--- config.mk ---
export PLATFORM = sky130hd
export DESIGN_NAME = seq_mult_param
export DESIGN_NICKNAME = d
export VERILOG_FILES = /design/src/rtl/seq_mult_param.sv
export SDC_FILE = /design/constraint.sdc
export NUM_CORES = 1
export LEC_CHECK = 0
export CORE_MARGIN = 2
export CORE_UTILIZATION = 59
export CTS_CLUSTER_SIZE = 28
export DETAILED_ROUTE_END_ITERATION = 8
export PLACE_DENSITY = 0.85
export SYNTH_ARGS = -nofsm -noshare
export SYNTH_HDL_FRONTEND = slang
export SYNTH_SLANG_ARGS = --single-unit
export TNS_END_PERCENT = 5
--- constraint.sdc ---
create_clock -name clk -period 4.4 [get_ports clk]
set_clock_uncertainty 0.1 [all_clocks]
set_input_delay 0.44 -clock clk [delete_from_list [all_inputs] [get_ports clk]]
set_output_delay 0.44 -clock clk [all_outputs]
set_load 0.01 [all_outputs]
--- src/rtl/seq_mult_param.sv ---
// Radix-2 shift-add multiplier, WIDTH x WIDTH -> 2*WIDTH, unsigned or two's complement per op.
// Latency: start accepted at edge 0, done/p after edge WIDTH; 1 result per WIDTH+1 cycles back-to-back.
// Backpressure: start is accepted only in IDLE/DONE; a start during RUN is dropped silently.
module seq_mult_param #(
    parameter int WIDTH = 8,
    parameter int CNT_W = $clog2(WIDTH + 1)
) (
    input  logic                 clk,
    input  logic                 rst_n,
    input  logic                 start,
    input  logic                 signed_mode,
    input  logic [WIDTH-1:0]     a,
    input  logic [WIDTH-1:0]     b,
    output logic                 busy,
    output logic                 done,
    output logic [2*WIDTH-1:0]   p
);

    typedef enum logic [1:0] {IDLE, RUN, DONE} state_t;

    localparam logic [CNT_W-1:0] LAST = CNT_W'(WIDTH - 1);

    state_t             state;
    logic [WIDTH-1:0]   mcand;
    logic [WIDTH-1:0]   mq;
    logic [WIDTH:0]     acc_hi;
    logic [CNT_W-1:0]   count;
    logic               neg;

    logic [WIDTH:0]     sum;
    logic [WIDTH:0]     acc_nxt;
    logic [WIDTH-1:0]   mq_nxt;
    logic [2*WIDTH-1:0] prod;
    logic [WIDTH-1:0]   a_mag;
    logic [WIDTH-1:0]   b_mag;
    logic               accept;

    always_comb begin
        sum     = acc_hi + (mq[0] ? {1'b0, mcand} : '0);
        acc_nxt = {1'b0, sum[WIDTH:1]};
        mq_nxt  = {sum[0], mq[WIDTH-1:1]};
        prod    = {acc_nxt[WIDTH-1:0], mq_nxt};
        // -(-2^(W-1)) wraps back to 2^(W-1), which is the correct unsigned magnitude
        a_mag   = (signed_mode && a[WIDTH-1]) ? -a : a;
        b_mag   = (signed_mode && b[WIDTH-1]) ? -b : b;
        accept  = start && ((state == IDLE) || (state == DONE));
    end

    always_ff @(posedge clk or negedge rst_n) begin
        if (!rst_n) begin
            state  <= IDLE;
            mcand  <= '0;
            mq     <= '0;
            acc_hi <= '0;
            count  <= '0;
            neg    <= 1'b0;
            busy   <= 1'b0;
            done   <= 1'b0;
            p      <= '0;
        end else begin
            case (state)
                IDLE, DONE: begin
                    done <= 1'b0;
                    if (accept) begin
                        mcand  <= a_mag;
                        mq     <= b_mag;
                        acc_hi <= '0;
                        count  <= '0;
                        neg    <= signed_mode & (a[WIDTH-1] ^ b[WIDTH-1]);
                        busy   <= 1'b1;
                        state  <= RUN;
                    end else begin
                        busy   <= 1'b0;
                        state  <= IDLE;
                    end
                end
                RUN: begin
                    acc_hi <= acc_nxt;
                    mq     <= mq_nxt;
                    count  <= count + CNT_W'(1);
                    if (count == LAST) begin
                        p     <= neg ? -prod : prod;
                        busy  <= 1'b0;
                        done  <= 1'b1;
                        state <= DONE;
                    end
                end
                default: begin
                    busy  <= 1'b0;
                    done  <= 1'b0;
                    state <= IDLE;
                end
            endcase
        end
    end

endmodule

==> flow_summary.yaml <==
sta:
  worstMarginPinSlew_ps: 1180
  rsz0062_at_grt: "false"
  max_freq_ghz: 0.352
  finalWorstSetupSlack_ps: 1560
  period_share_pct: 64.5
  finalSetupTns_ps: 0
  fin_crit_ps: 2840
  drv_slew: 0
  hold_viol_final: 0
  relSlewSlack_pct: 21.3
  finalSetupViolCount: 0
clock_network:
  cts_buffer_depth: 2
  postCtsHoldBufs: 0
  cts.sinks: 47
  post_cts_resized: 0
  cts_made_buffers: 5
  post-cts-setup-buffers: 0
  cts_root_buf: "clkbuf_8"
  clk_pin_slew_worst_paths_ps: 90
  htree_levels: 2
  clock_latency_ps: 300
  tritoncts: "done"
critical_path:
  crit_path_cell_trace: "and2_1 > ha_1 > fa_1 > a211oi_1 > o21ai_1 > a221oi_2 > nor4_2 > a211o_2 > nand3_2"
  r2r-start: "mq[0]$_DFFE_PN0P_"
  critPathRequiredTime_ps: 4550
  rrSetupSlack_ps: 1560
  path_delay_family: "compound AO/OA/AOI/OAI gates"
  end_kind: "flip-flop"
  r2r-end: "p[15]$_DFFE_PN0P_"
  worstPathArrival_ps: 2990
  critPathBufInv: 0
  critPathLaunchType: "flip-flop"
  rr_worst_depth: 9
  critPathKind: "flip-flop to flip-flop"
  path_max_fanout: 9
  cpMaxStageDelayCell: "a221oi_2"
  slowest_delay_ps: 480
yosys:
  synthFlopType: "dfrtp_1"
  synth_area_leaders: "dfrtp_1, o21ai_0, ha_1"
  seq_area_frac_synth_pct: 42.0
  synth_cells: 295
  synth_top_area_share_pct: 42.0
  synth_edf_count: 0
  synth_area_leader_cell: "dfrtp_1"
  async_flop_share_pct: 100
  synth_fp_nets: 328
  synth.distinct_cells: 49
  avgSynthCellArea_sq_um: 9.48
  ys.warnings.count: 0
  netlist_area_sq_mm: 0.00280
  synth-seq-cells: 47
place:
  place_congestion: 0.830
  hpwlAfterDp_um: 4240
  dp_cells: 375
  port-buffer-count: 37
  dpl_worst_slack_ps: 1580
die:
  initial_core_util_pct: 60.0
  chipWidth_um: 72.9
  dieArea_sq_mm: 0.00531
  core-area_sq_mm: 0.00466
  pin_count: 38
  die_h_um: 72.9
  rows: 25
routing:
  wl_um: 5520
  ant_nets: 0
  firstDrtPassIters: 4
  route.vias.total: 2263
  avgViaCountPerCell: 5.91
  wl_per_cell_um: 14.4
  drt-initial-drc-count: 144
  drc: 0
finish:
  final_common_cell: "dfrtp_1"
  finish.utilization_pct: 69.7
  final_cell_mix: "dfrtp_1, clkdlybuf4s50_1, nand2_1"
  instances_no_fill: 383
  diodes: 0
  fillers: 389
  fin_nets: 361
  syn_to_final_growth_pct: 16.2
  drive_gt1_share_pct: 6.99
global_route:
  grt_pass1_vias: 2115
  grt_usage_pct: 23.0
  antenna_found_initial: 0
  grt_pass1_wl_um: 9520
  grt_max_degree: 48
  grt.overflow.total: 0
power:
  p_total_mw: 2.23
  ir_worst_vdd_uv: 366
  p_leak_nw: 1.44
  power_density_mw_per_mm2: 685
run:
  drv_cap: 0
outcome:
  status: "finished clean"
worst_hold_path:
  min-delay-path-class: "input pin to async pin"
## area by class of cell
type	count	area, sq um	share of cell area [%]
repair buffers	38	373	11.5
flip-flops and latches	47	1180	36.2
clock inverters	2	12.5	0.385
multi-input cells	229	1520	46.8
well taps	54	67.6	2.08
clock buffers	6	72.6	2.23
inverters	7	26.3	0.808
## cells in the mapped netlist, types with 3 or more instances
| library cell | n |
|---|---|
| inv_1 | 7 |
| a22o_1 | 8 |
| a31oi_1 | 3 |
| xor2_1 | 16 |
| nand3_1 | 8 |
| a22oi_1 | 9 |
| o31ai_1 | 4 |
| mux2i_1 | 3 |
| xnor2_1 | 10 |
| ha_1 | 12 |
| nor2b_1 | 3 |
| a211oi_1 | 3 |
| clkbuf_1 | 7 |
| a21oi_1 | 9 |
| nor2_1 | 25 |
| nand2_1 | 34 |
| nor3_1 | 5 |
| o21ai_1 | 5 |
| o21ai_0 | 32 |
| a21o_1 | 4 |
| and2_1 | 8 |
| dfrtp_1 | 47 |
## routing by layer
| metal | vias up | track usage, % | wire length [um] |
|---|---|---|---|
| met1 | 1070 | 29.4 | 2460 |
| met3 | 10 | 4.83 | 288 |
| met5 | - | 0 | 0 |
| met2 | 61 | 39.2 | 2660 |
| li1 | 1122 | - | - |
| met4 | 0 | 7.20 | 110 |
## logic make-up (layout without fill, tap and decap cells)
family,count (synthesis),count (layout),synth area share (%)
muxes,3,3,1.07
xor gates and xnor gates,26,26,8.14
DFF,47,47,42.0
adders and majority gates,13,13,6.08
buffers and inverters,19,53,3.53
AOI/OAI and AO/OA,88,88,21.8
and+or+nand+nor,99,99,17.3
## how the worst max path moves through the flow
stage / start / cells past startpoint / end
floorplan: mq[0]$_DFFE_PN0P_ / 9 / p[15]$_DFFE_PN0P_
global placement: mq[0]$_DFFE_PN0P_ / 9 / p[15]$_DFFE_PN0P_
detailed placement: mq[0]$_DFFE_PN0P_ / 9 / p[15]$_DFFE_PN0P_
CTS: mq[0]$_DFFE_PN0P_ / 9 / p[15]$_DFFE_PN0P_
global route: busy$_DFFE_PN0P_ / 6 / p[15]$_DFFE_PN0P_
finish: mq[0]$_DFFE_PN0P_ / 9 / p[15]$_DFFE_PN0P_
## power breakdown
| part | total [mW] | switching, mW | internal [mW] | leakage, nW |
|---|---|---|---|---|
| logic | 1.16 | 0.614 | 0.543 | 0.816 |
| registers | 0.816 | 0.185 | 0.631 | 0.584 |
| clock network | 0.256 | 0.145 | 0.111 | 0.0412 |
| total | 2.23 | 0.943 | 1.28 | 1.44 |
## metrics by stage
stage,instance area (sq um),hold slack [ps]
after global routing,3250,305
after global placement,3170,356
final,3250,196
after floorplan,2800,44.4
after detailed placement,3170,367
after CTS,3250,238
## state kept, by name, summed over array words and instances (netlist names)
register / flops
neg: 1
acc_hi: 8
count: 4
mcand: 8
busy: 1
p: 16
mq: 8
done: 1
Power figures use the tool's default switching activity.
